### src/rtl/multi_digit_alu_if.sv
// ---------------------------------------------------------------------------
// multi_digit_alu_if
// Request/response bundle between the sequencer (master) and the
// digit-serial ALU (slave).
//   start_valid / start_ready : request handshake (accept = both high)
//   op, carry_in, opnd_a, opnd_b : request payload, sampled on accept
//   abort                     : cancel the operation in flight
//   busy, done                : status; done is a one-cycle pulse
//   result, carry_out, zero_out : result bundle, updated with done
//   ovf_out                   : signed overflow, only when MDALU_OVF_EN is defined
// ---------------------------------------------------------------------------
interface multi_digit_alu_if #(
  parameter int DATA_W = 4,
  parameter int DIGITS = 8
);
  localparam int OPW = DIGITS * DATA_W;

  logic           start_valid;
  logic           start_ready;
  logic [2:0]     op;
  logic           carry_in;
  logic [OPW-1:0] opnd_a;
  logic [OPW-1:0] opnd_b;
  logic           abort;
  logic           busy;
  logic           done;
  logic [OPW-1:0] result;
  logic           carry_out;
  logic           zero_out;
`ifdef MDALU_OVF_EN
  logic           ovf_out;
`endif

  modport master (
    output start_valid, op, carry_in, opnd_a, opnd_b, abort,
    input  start_ready, busy, done, result, carry_out, zero_out
`ifdef MDALU_OVF_EN
    , input ovf_out
`endif
  );

  modport slave (
    input  start_valid, op, carry_in, opnd_a, opnd_b, abort,
    output start_ready, busy, done, result, carry_out, zero_out
`ifdef MDALU_OVF_EN
    , output ovf_out
`endif
  );
endinterface

### src/rtl/multi_digit_alu.sv
// ---------------------------------------------------------------------------
// multi_digit_alu
// Digit-serial multi-nibble arithmetic unit. One DATA_W-bit digit is
// processed per clock across a DIGITS-digit operand; a running carry links
// the digits. Supports ADD, SUB, DADD, DSUB, SHL, SHR, CMP and INC.
//
// Ports:
//   clk    : rising-edge clock
//   rst_n  : asynchronous active-low reset
//   bus    : multi_digit_alu_if.slave (handshake, operands, results)
//
// Optional build macro:
//   MDALU_OVF_EN : adds bus.ovf_out, the two's-complement overflow flag
//                  for ADD/SUB/CMP/INC (0 for the other ops).
// ---------------------------------------------------------------------------
module multi_digit_alu #(
  parameter int DATA_W = 4,
  parameter int DIGITS = 8
) (
  input  logic clk,
  input  logic rst_n,
  multi_digit_alu_if.slave bus
);
  localparam int OPW   = DIGITS * DATA_W;
  localparam int CNT_W = (DIGITS > 1) ? $clog2(DIGITS) : 1;
  localparam logic [CNT_W-1:0] LAST_DIGIT = CNT_W'(DIGITS - 1);
  // BCD correction only makes sense for 4-bit digits; otherwise the
  // decimal ops fall back to their binary equivalents.
  localparam bit IS_BCD = (DATA_W == 4);
  localparam logic [DATA_W:0]   BCD_NINE  = (DATA_W + 1)'(9);
  localparam logic [DATA_W-1:0] DIGIT_SIX = DATA_W'(6);
  localparam logic [DATA_W-1:0] DIGIT_TEN = DATA_W'(10);

  localparam logic [2:0] OP_ADD  = 3'd0;
  localparam logic [2:0] OP_SUB  = 3'd1;
  localparam logic [2:0] OP_DADD = 3'd2;
  localparam logic [2:0] OP_DSUB = 3'd3;
  localparam logic [2:0] OP_SHL  = 3'd4;
  localparam logic [2:0] OP_SHR  = 3'd5;
  localparam logic [2:0] OP_CMP  = 3'd6;
  localparam logic [2:0] OP_INC  = 3'd7;

  typedef enum logic [1:0] {ST_IDLE, ST_RUN, ST_DONE} state_t;

  state_t           r_state;
  logic [2:0]       r_op;
  logic             r_carry;
  logic [OPW-1:0]   r_a;      // shifts one digit per cycle toward the digit being processed
  logic [OPW-1:0]   r_b;
  logic [OPW-1:0]   r_acc;    // result under construction, invisible until DONE
  logic [CNT_W-1:0] r_cnt;
  logic             r_ready;
  logic             r_busy;
  logic             r_done;
  logic [OPW-1:0]   r_result;
  logic             r_carry_out;
  logic             r_zero;

  logic [DATA_W-1:0] w_a_dig;
  logic [DATA_W-1:0] w_b_dig;
  logic [DATA_W:0]   w_sum;
  logic [DATA_W:0]   w_diff;
  logic [DATA_W:0]   w_shl;
  logic [DATA_W:0]   w_shr;
  logic [DATA_W-1:0] w_dig;
  logic              w_c_next;
  logic [OPW-1:0]    w_acc_next;
  logic [OPW-1:0]    w_a_shift;

  // Per-digit datapath
  always_comb begin
    // SHR walks MSD first, everything else LSD first.
    w_a_dig  = (r_op == OP_SHR) ? r_a[OPW-1 -: DATA_W] : r_a[DATA_W-1:0];
    w_b_dig  = r_b[DATA_W-1:0];
    w_sum    = {1'b0, w_a_dig} + {1'b0, w_b_dig} + {{DATA_W{1'b0}}, r_carry};
    w_diff   = {1'b0, w_a_dig} - {1'b0, w_b_dig} - {{DATA_W{1'b0}}, r_carry};
    w_shl    = {w_a_dig, r_carry};
    w_shr    = {r_carry, w_a_dig};
    w_dig    = w_sum[DATA_W-1:0];
    w_c_next = w_sum[DATA_W];
    case (r_op)
      OP_ADD, OP_INC: begin
        w_dig    = w_sum[DATA_W-1:0];
        w_c_next = w_sum[DATA_W];
      end
      OP_SUB, OP_CMP: begin
        w_dig    = w_diff[DATA_W-1:0];
        w_c_next = w_diff[DATA_W];
      end
      OP_DADD: begin
        w_dig    = w_sum[DATA_W-1:0];
        w_c_next = w_sum[DATA_W];
        if (IS_BCD && (w_sum > BCD_NINE)) begin
          // Low bits plus 6 equals (s+6) mod 16 since 16 is a multiple of the digit range.
          w_dig    = w_sum[DATA_W-1:0] + DIGIT_SIX;
          w_c_next = 1'b1;
        end
      end
      OP_DSUB: begin
        w_dig    = w_diff[DATA_W-1:0];
        w_c_next = w_diff[DATA_W];
        if (IS_BCD && w_diff[DATA_W]) begin
          w_dig = w_diff[DATA_W-1:0] + DIGIT_TEN;
        end
      end
      OP_SHL: begin
        w_dig    = w_shl[DATA_W-1:0];
        w_c_next = w_shl[DATA_W];
      end
      OP_SHR: begin
        w_dig    = w_shr[DATA_W:1];
        w_c_next = w_shr[0];
      end
      default: begin
        w_dig    = w_sum[DATA_W-1:0];
        w_c_next = w_sum[DATA_W];
      end
    endcase
    if (r_op == OP_SHR) begin
      w_acc_next = {r_acc[OPW-DATA_W-1:0], w_dig};
      w_a_shift  = r_a << DATA_W;
    end else begin
      w_acc_next = {w_dig, r_acc[OPW-1:DATA_W]};
      w_a_shift  = r_a >> DATA_W;
    end
  end

`ifdef MDALU_OVF_EN
  // Operand sign bits are captured at accept because r_a/r_b are consumed by shifting.
  logic r_sa;
  logic r_sb;
  logic r_ovf;
  logic w_ovf;

  always_comb begin
    w_ovf = 1'b0;
    case (r_op)
      OP_ADD, OP_INC: w_ovf = (r_sa == r_sb) && (w_acc_next[OPW-1] != r_sa);
      OP_SUB, OP_CMP: w_ovf = (r_sa != r_sb) && (w_acc_next[OPW-1] != r_sa);
      default:        w_ovf = 1'b0;
    endcase
  end

  always_ff @(posedge clk or negedge rst_n) begin
    if (!rst_n) begin
      r_sa  <= 1'b0;
      r_sb  <= 1'b0;
      r_ovf <= 1'b0;
    end else begin
      if (r_state == ST_IDLE && bus.start_valid) begin
        r_sa <= bus.opnd_a[OPW-1];
        r_sb <= (bus.op == OP_INC) ? 1'b0 : bus.opnd_b[OPW-1];
      end
      if (r_state == ST_RUN && !bus.abort && r_cnt == LAST_DIGIT) begin
        r_ovf <= w_ovf;
      end
    end
  end

  assign bus.ovf_out = r_ovf;
`endif

  // Control FSM with registered outputs
  always_ff @(posedge clk or negedge rst_n) begin
    if (!rst_n) begin
      r_state     <= ST_IDLE;
      r_op        <= 3'd0;
      r_carry     <= 1'b0;
      r_a         <= '0;
      r_b         <= '0;
      r_acc       <= '0;
      r_cnt       <= '0;
      r_ready     <= 1'b1;
      r_busy      <= 1'b0;
      r_done      <= 1'b0;
      r_result    <= '0;
      r_carry_out <= 1'b0;
      r_zero      <= 1'b1;
    end else begin
      r_done <= 1'b0;
      case (r_state)
        ST_IDLE: begin
          if (bus.start_valid) begin
            r_state <= ST_RUN;
            r_ready <= 1'b0;
            r_busy  <= 1'b1;
            r_op    <= bus.op;
            r_a     <= bus.opnd_a;
            // INC is ADD of zero with a forced initial carry.
            r_b     <= (bus.op == OP_INC) ? '0 : bus.opnd_b;
            r_carry <= (bus.op == OP_INC) ? 1'b1 : bus.carry_in;
            r_acc   <= '0;
            r_cnt   <= '0;
          end
        end
        ST_RUN: begin
          if (bus.abort) begin
            r_state <= ST_IDLE;
            r_ready <= 1'b1;
            r_busy  <= 1'b0;
          end else begin
            r_carry <= w_c_next;
            r_acc   <= w_acc_next;
            r_a     <= w_a_shift;
            r_b     <= r_b >> DATA_W;
            r_cnt   <= r_cnt + CNT_W'(1);
            if (r_cnt == LAST_DIGIT) begin
              r_state     <= ST_DONE;
              r_busy      <= 1'b0;
              r_done      <= 1'b1;
              r_carry_out <= w_c_next;
              r_zero      <= (w_acc_next == '0);
              // CMP only reports flags; the visible result is kept.
              if (r_op != OP_CMP) begin
                r_result <= w_acc_next;
              end
            end
          end
        end
        ST_DONE: begin
          r_state <= ST_IDLE;
          r_ready <= 1'b1;
        end
        default: begin
          r_state <= ST_IDLE;
          r_ready <= 1'b1;
          r_busy  <= 1'b0;
        end
      endcase
    end
  end

  assign bus.start_ready = r_ready;
  assign bus.busy        = r_busy;
  assign bus.done        = r_done;
  assign bus.result      = r_result;
  assign bus.carry_out   = r_carry_out;
  assign bus.zero_out    = r_zero;
endmodule

### src/flat_wrapper.sv
// flat-port wrapper written by rule: the top's interface ports become plain ports
module multi_digit_alu_flat 
#(
  parameter int DATA_W = 4,
  parameter int DIGITS = 8
)
  (clk, rst_n, bus_start_valid, bus_op, bus_carry_in, bus_opnd_a, bus_opnd_b, bus_abort, bus_start_ready, bus_busy, bus_done, bus_result, bus_carry_out, bus_zero_out);
  multi_digit_alu_if #(.DATA_W(DATA_W), .DIGITS(DIGITS)) bus_i ();
  input  logic clk;
  input  logic rst_n;
  input wire logic [$bits(bus_i.start_valid)-1:0] bus_start_valid;
  input wire logic [$bits(bus_i.op)-1:0] bus_op;
  input wire logic [$bits(bus_i.carry_in)-1:0] bus_carry_in;
  input wire logic [$bits(bus_i.opnd_a)-1:0] bus_opnd_a;
  input wire logic [$bits(bus_i.opnd_b)-1:0] bus_opnd_b;
  input wire logic [$bits(bus_i.abort)-1:0] bus_abort;
  output wire logic [$bits(bus_i.start_ready)-1:0] bus_start_ready;
  output wire logic [$bits(bus_i.busy)-1:0] bus_busy;
  output wire logic [$bits(bus_i.done)-1:0] bus_done;
  output wire logic [$bits(bus_i.result)-1:0] bus_result;
  output wire logic [$bits(bus_i.carry_out)-1:0] bus_carry_out;
  output wire logic [$bits(bus_i.zero_out)-1:0] bus_zero_out;
  assign bus_i.start_valid = bus_start_valid;
  assign bus_i.op = bus_op;
  assign bus_i.carry_in = bus_carry_in;
  assign bus_i.opnd_a = bus_opnd_a;
  assign bus_i.opnd_b = bus_opnd_b;
  assign bus_i.abort = bus_abort;
  assign bus_start_ready = bus_i.start_ready;
  assign bus_busy = bus_i.busy;
  assign bus_done = bus_i.done;
  assign bus_result = bus_i.result;
  assign bus_carry_out = bus_i.carry_out;
  assign bus_zero_out = bus_i.zero_out;
  multi_digit_alu #(.DATA_W(DATA_W), .DIGITS(DIGITS)) u_core (.clk(clk), .rst_n(rst_n), .bus(bus_i));
endmodule
### config.mk
export PLATFORM = sky130hd
export DESIGN_NAME = multi_digit_alu_flat
export DESIGN_NICKNAME = d
export VERILOG_FILES = /design/src/rtl/multi_digit_alu_if.sv /design/src/rtl/multi_digit_alu.sv /design/src/flat_wrapper.sv
export SDC_FILE = /design/constraint.sdc
export NUM_CORES = 1
export LEC_CHECK = 0
export ABC_AREA = 1
export CORE_MARGIN = 3
export CORE_UTILIZATION = 24
export CTS_BUF_LIST = sky130_fd_sc_hd__clkbuf_16
export DETAILED_ROUTE_END_ITERATION = 6
export GPL_ROUTABILITY_DRIVEN = 0
export SYNTH_ARGS = -nofsm -noshare
export SYNTH_HDL_FRONTEND = slang
export SYNTH_SLANG_ARGS = --single-unit
export TNS_END_PERCENT = 30
### constraint.sdc
create_clock -name clk -period 10 [get_ports clk]
set_input_delay 1 -clock clk [delete_from_list [all_inputs] [get_ports clk]]
set_output_delay 1 -clock clk [all_outputs]
set_load 0.01 [all_outputs]
==> results of run 1 <==
[cell usage in the layout, fill, tap and decap left out, types with 2 or more instances in the layout]
master / netlist / final
a31oi_1: 4 / 4
nor2_1: 42 / 41
nor3_2: 2 / 2
clkdlybuf4s50_1: 0 / 107
o211ai_1: 2 / 2
o21ai_0: 123 / 123
o21ai_2: 12 / 12
inv_6: 0 / 4
nand4_1: 4 / 4
dfstp_2: 2 / 2
nand3b_1: 2 / 2
clkinvlp_4: 0 / 3
nand2_1: 161 / 161
clkinv_1: 0 / 3
fa_1: 4 / 4
o21ai_1: 10 / 10
buf_4: 1 / 8
a21oi_1: 99 / 99
dfrtp_1: 140 / 140
bufinv_16: 0 / 2
inv_2: 7 / 7
ha_1: 11 / 11
inv_1: 94 / 96
o22ai_1: 26 / 26
nand3_1: 48 / 48
a22oi_1: 22 / 22
clkbuf_16: 0 / 17
nor2_4: 1 / 3
o21a_1: 6 / 6
[final timing paths]
| kind | startpoint | end | slack (ns) | depth (start not counted) |
|---|---|---|---|---|
| worst min-delay path | u_core.r_b[7] | u_core.r_b[7] | 0.48 | 2 |
| worst max register to register | u_core.r_op[2] | u_core.r_carry | 5.62 | 19 |
| max in group asynchronous | rst_n | u_core.r_b[17] | 8.03 | 2 |
| min in group asynchronous | rst_n | u_core.bus.result[19] | 0.60 | 1 |
| worst max-delay path | u_core.r_op[2] | u_core.r_carry | 5.62 | 19 |
| worst min register to register | u_core.r_b[7] | u_core.r_b[7] | 0.48 | 2 |
[critical path: cells and delay by family (launching register included)]
kind / cells / cell delay [ns]
DFF: 1 / 0.48
AOI/OAI and AO/OA: 5 / 0.84
and+or+nand+nor: 9 / 0.88
adders and majority gates: 3 / 1.16
buffers and inverters: 2 / 0.85
[synthesized netlist by cell type (2+ instances only)]
library cell / count / area, µm²
a31oi_1: 4 / 25.0
buf_2: 4 / 20.0
dfstp_2: 2 / 52.6
nor2_2: 2 / 12.5
ha_1: 11 / 138
fa_1: 4 / 80.1
inv_1: 94 / 353
clkbuf_1: 40 / 150
o21a_1: 6 / 45.0
nor2_1: 42 / 158
nand3_1: 48 / 240
inv_2: 7 / 26.3
nand3b_1: 2 / 15.0
nand2_1: 161 / 604
dfrtp_1: 140 / 3500
a21oi_1: 99 / 495
o21ai_0: 123 / 616
o22ai_1: 26 / 163
buf_1: 6 / 22.5
nand4_1: 4 / 25.0
nor3_2: 2 / 20.0
o21ai_2: 12 / 105
buf_6: 4 / 45.0
o211ai_1: 2 / 15.0
o21ai_1: 10 / 50.1
a22oi_1: 22 / 165
[logic make-up after synthesis]
logic type	after synthesis	share of synthesized area, %
compound gates	310	23.8
buf+inv	156	8.62
flops	142	49.1
xor+xnor	1	0.121
simple gates	264	15.3
fa+ha+maj	15	3.01
[per-layer routing]
layer  share of wire, %  global-route usage [%]  vias up
met3                6.5                    3.54       23
met1                 48                    18.3     2969
met5              0.048                       0        -
met2                 45                    19.3      187
li1                   -                       -     3157
met4                1.2                    3.50        2
[stage by stage]
step / utilization, % / hold WS [ns]
global route: 31.5 / 0.506
detailed placement: 29.5 / 0.472
finish: 31.5 / 0.481
floorplan: - / 0.448
global placement: 29.5 / 0.460
CTS: 31.5 / 0.488
[power by group through the flow]
stage	registers [µW]	logic (µW)	clock network, µW
floorplan	795	666	0
global placement	819	891	0
detailed placement	823	910	0
CTS	814	916	637
global route	831	1050	662
finish	814	918	619
[registers in the layout, indices dropped and copies added, names as in the netlist]
register / flops
u_core.bus.done: 1
u_core.r_acc: 32
u_core.bus.zero_out: 1
u_core.r_b: 32
u_core.bus.busy: 1
u_core.bus.start_ready: 1
u_core.bus.result: 32
u_core.r_op: 3
u_core.bus.carry_out: 1
u_core.r_a: 32
u_core.r_state: 2
u_core.r_carry: 1
u_core.r_cnt: 3
[cell type report]
| cell class | count | area (µm²) | area share [%] |
|---|---|---|---|
| antenna | 1 | 2.50 | 0.0272 |
| sequential | 142 | 3560 | 38.6 |
| clock inverter | 15 | 145 | 1.58 |
| clock buffer | 17 | 425 | 4.62 |
| inverter | 101 | 379 | 4.12 |
| timing repair buffer | 116 | 1140 | 12.4 |
| multi-input combinational | 590 | 3070 | 33.4 |
| tap | 384 | 480 | 5.22 |
==> flow_summary.json, run 1 <==
{
  "outcome": "completed",
  "htreeDepth": 4,
  "ant_nets": 0,
  "ys.flop_type": "dfrtp_1",
  "path_max_fanout": 108,
  "hold_viol_final": 0,
  "track_usage_pct": 12.9,
  "fp.dieW_um": 180,
  "tightest_slew_ns": 1.06,
  "tns_ns": 0,
  "ys_warn_count": 0,
  "synthCells": 888,
  "worst_slack_ns": 5.62,
  "critPathKind": "reg2reg",
  "synth_seq_cells": 142,
  "finalSetupViolations": 0,
  "power_uw": 2350,
  "finalCritPeriodShare_pct": 43.8,
  "rsz0062_at_grt": "no",
  "wl_per_cell_um": 15.1,
  "min_period_ns": 4.38,
  "cts_resized": 0,
  "switchingPower_uw": 927,
  "nFillCells": 3159,
  "std_cell_rows": 62,
  "cts_tree": "yes",
  "async_flop_share_pct": 100,
  "critPathMaxStageDelay_ns": 0.79,
  "fin_nets": 1055,
  "clk_pin_slew_ns": 0.06,
  "area_delta_synth_final_pct": 27.1,
  "fmax_ghz": 0.228,
  "dp_slack_ns": 5.64,
  "ys_seq_area_share_pct": 49.1,
  "cts_sinks": 142,
  "swShare_pct": 39.4,
  "combPwrFrac_pct": 39.0,
  "antenna_found_initial": 2,
  "dieArea_mm2": 0.0323,
  "ir_worst_vdd_v": 0.000136,
  "grt_max_degree": 109,
  "power.leakage_uw": 0.00412,
  "drt-total-wl_um": 20700,
  "io_pins": 109,
  "cp_common_cell": "nand2_1",
  "crit_required_ns": 10.28,
  "drive_gt1_share_pct": 6.52,
  "fp.coreArea_mm2": 0.0292,
  "cp_slowest_cell": "buf_4",
  "drc": 0,
  "grt_pass1_wl_um": 33700,
  "hp-class": "reg2reg",
  "vias": 6338,
  "skew_ns": 0.0104,
  "die_y_um": 180,
  "slew_headroom_pct": 29.2,
  "cts_root_buffer": "clkbuf_16",
  "report.final.slew_viol_count": 0,
  "overflow": 0,
  "synth_cell_type_count": 37,
  "worstPathCellList": "nand3_4, buf_4, a21oi_1, fa_1, fa_1, inv_1, nand2_1, nand2_1, ha_1, nand2_1, a21boi_1, nand2_1, nand2_1, a22oi_1, o221ai_1, nor2_1, nand2_1, nand2_1, o21ai_0",
  "dp.cells": 1333,
  "first_pass_iters": 5,
  "intPower_uw": 1420,
  "end_kind": "flop",
  "clk_latency_ns": 0.42,
  "drt_iter0_drc": 495,
  "dp_hpwl_um": 14400,
  "maxCapViolCount": 0,
  "start_util_pct": 24.8,
  "placed_area_mm2": 0.00863,
  "syn_nets": 975,
  "cts.path.max_buffers": 2,
  "crit_arrival_ns": 4.65,
  "vias_per_cell": 4.64,
  "power_density_mw_per_mm2": 255,
  "fin_area_mm2": 0.00921,
  "start_kind": "flop",
  "port_buffers": 108,
  "syn_area_mm2": 0.00724,
  "clockPowerShare_pct": 26.3,
  "cts_buffers": 17,
  "synth-edff-count": 0,
  "cts_setup_buffers": 0,
  "layout.cells.non_filler": 1366,
  "grt_pass1_vias": 6197,
  "sequentialPowerShare_pct": 34.6,
  "cts_hold_buf": 0,
  "avgSynthCellArea_um2": 8.16
}
Power figures use the tool's default switching activity.
==> inputs of run 2 (changes only) <==
==> constraint.sdc (replaced) <==
create_clock -name clk -period 3.9 [get_ports clk]
set_input_delay 0.39 -clock clk [delete_from_list [all_inputs] [get_ports clk]]
set_output_delay 0.39 -clock clk [all_outputs]
set_load 0.01 [all_outputs]
==> flow_summary.json, run 2 (synthesis results as in run 1) <==
{
  "outcome": "finished with violations",
  "violations": "negative hold slack",
  "htreeDepth": 4,
  "cts_resized": 0,
  "hold-worst-slack_ns": -0.0307,
  "ant_nets": 0,
  "nFillCells": 3100,
  "final_common_cell": "nand2_1",
  "cts_buffers": 17,
  "cts.path.max_buffers": 2,
  "crit_required_ns": 4.17,
  "cts_hold_buf": 0,
  "worstPathCellList": "inv_2, nand3_4, nor2_1, a21oi_1, fa_1, fa_1, inv_1, nand2_1, nand2_1, ha_1, nand2_1, a21boi_1, nand2_1, nand2_1, a22oi_1, o221ai_1, nor2_1, nand2_1, nand2_1, o21ai_0",
  "cts_root_buffer": "clkbuf_16",
  "start_kind": "flop",
  "clk_pin_slew_ns": 0.06,
  "overflow": 0,
  "path_max_fanout": 9,
  "cp_common_cell": "nand2_1",
  "drive_gt1_share_pct": 7.10,
  "hp-class": "in2async",
  "r2r_slack_ns": 0.43,
  "track_usage_pct": 12.9,
  "skew_ns": 0.00707,
  "finalSetupViolations": 0,
  "dp_hpwl_um": 14700,
  "cp_num_buf_inv": 2,
  "critPathMaxStageDelay_ns": 0.50,
  "busiest_layer": "met2",
  "fin_nets": 1061,
  "dieArea_mm2": 0.0323,
  "fp.dieW_um": 180,
  "drc": 0,
  "slew_headroom_pct": 43.4,
  "cp-startpoint": "u_core.r_op[1]",
  "regArea_mm2": 0.00356,
  "vias_per_cell": 4.72,
  "fp.coreArea_mm2": 0.0292,
  "die_y_um": 180,
  "dp.cells": 1339,
  "tightest_slew_ns": 0.850,
  "first_pass_iters": 5,
  "port_buffers": 108,
  "crit_family": "adder cells",
  "critPathKind": "reg2reg",
  "min_period_ns": 3.47,
  "final_cell_mix": "nand2_1, dfrtp_1, o21ai_0",
  "maxCapViolCount": 0,
  "drt-total-wl_um": 20900,
  "vias": 6470,
  "wl_per_cell_um": 15.2,
  "antenna_found_initial": 1,
  "grt_pass1_wl_um": 34100,
  "met1_usage_pct": 18.4,
  "report.final.slew_viol_count": 0,
  "start_util_pct": 24.8,
  "rsz0062_at_grt": "no",
  "fmax_ghz": 0.288,
  "grt_pass1_vias": 6321,
  "area_delta_synth_final_pct": 28.7,
  "cts_sinks": 142,
  "grt_max_degree": 96,
  "tns_ns": 0,
  "r2r-start": "u_core.r_op[1]",
  "cts_tree": "yes",
  "power_density_mw_per_mm2": 665,
  "power.leakage_uw": 0.00418,
  "end_kind": "flop",
  "met2_usage_pct": 19.5,
  "drt_iter0_drc": 467,
  "multiInputGateArea_mm2": 0.00307,
  "clk_latency_ns": 0.42,
  "io_pins": 109,
  "hold_viol_final": 13,
  "finalCritPeriodShare_pct": 89.1,
  "crit_arrival_ns": 3.74,
  "layout.cells.non_filler": 1371,
  "cp_slowest_cell": "fa_1",
  "met3_usage_pct": 3.42,
  "std_cell_rows": 62,
  "cts_setup_buffers": 0,
  "ir_worst_vdd_v": 0.000329
}
==> run 2: cell types whose count changed in the layout (fill, tap and decap cells not counted) <==
cell	before	now
buf_4	8	13
inv_6	4	0
bufinv_16	2	5
buf_12	0	1
clkinv_1	3	2
clkinv_2	0	1
==> run 2: area by class of cell <==
type	count	share of cell area (%)
Clock buffer	17	4.56
Sequential cell	142	38.2
Tap cell	384	5.16
Clock inverter	14	2.16
Inverter	101	4.07
Timing Repair Buffer	122	12.9
Multi-Input combinational cell	590	33.0
Antenna cell	1	0.0269
==> run 2: routing by layer <==
layer	routed length (µm)	vias up
met1	9820	3114
met5	13	-
met3	1330	21
met2	9540	174
li1	-	3159
met4	194	2
==> run 2: path summary, 6_finish.rpt <==
| kind | to | depth (start not counted) |
|---|---|---|
| max | u_core.r_carry | 20 |
| min | u_core.bus.done | 1 |
| max reg2reg | u_core.r_carry | 20 |
| min reg2reg | u_core.bus.result[13] | 2 |
| max in group asynchronous | u_core.bus.start_ready | 2 |
| min in group clk | u_core.bus.result[13] | 2 |
==> run 2: where the power goes <==
part           switching, µW  internal [µW]  total [µW]
clock                    622           1120        1740
combinational           1470            894        2360
sequential               245           1840        2090
total                   2340           3860        6190
==> run 2: through the flow <==
step	total power (µW)	cell area (µm²)	util (%)	hold slack, ns	worst slack (ns)
after floorplan	3750	7240	-	0.0944	0.277
after global placement	4400	8690	29.7	0.460	0.581
after detailed placement	4460	8690	29.7	0.471	0.480
after CTS	6230	9320	31.9	0.0191	0.461
after global routing	6700	9320	31.9	0.0393	0.0456
final	6190	9320	31.9	-0.0307	0.426
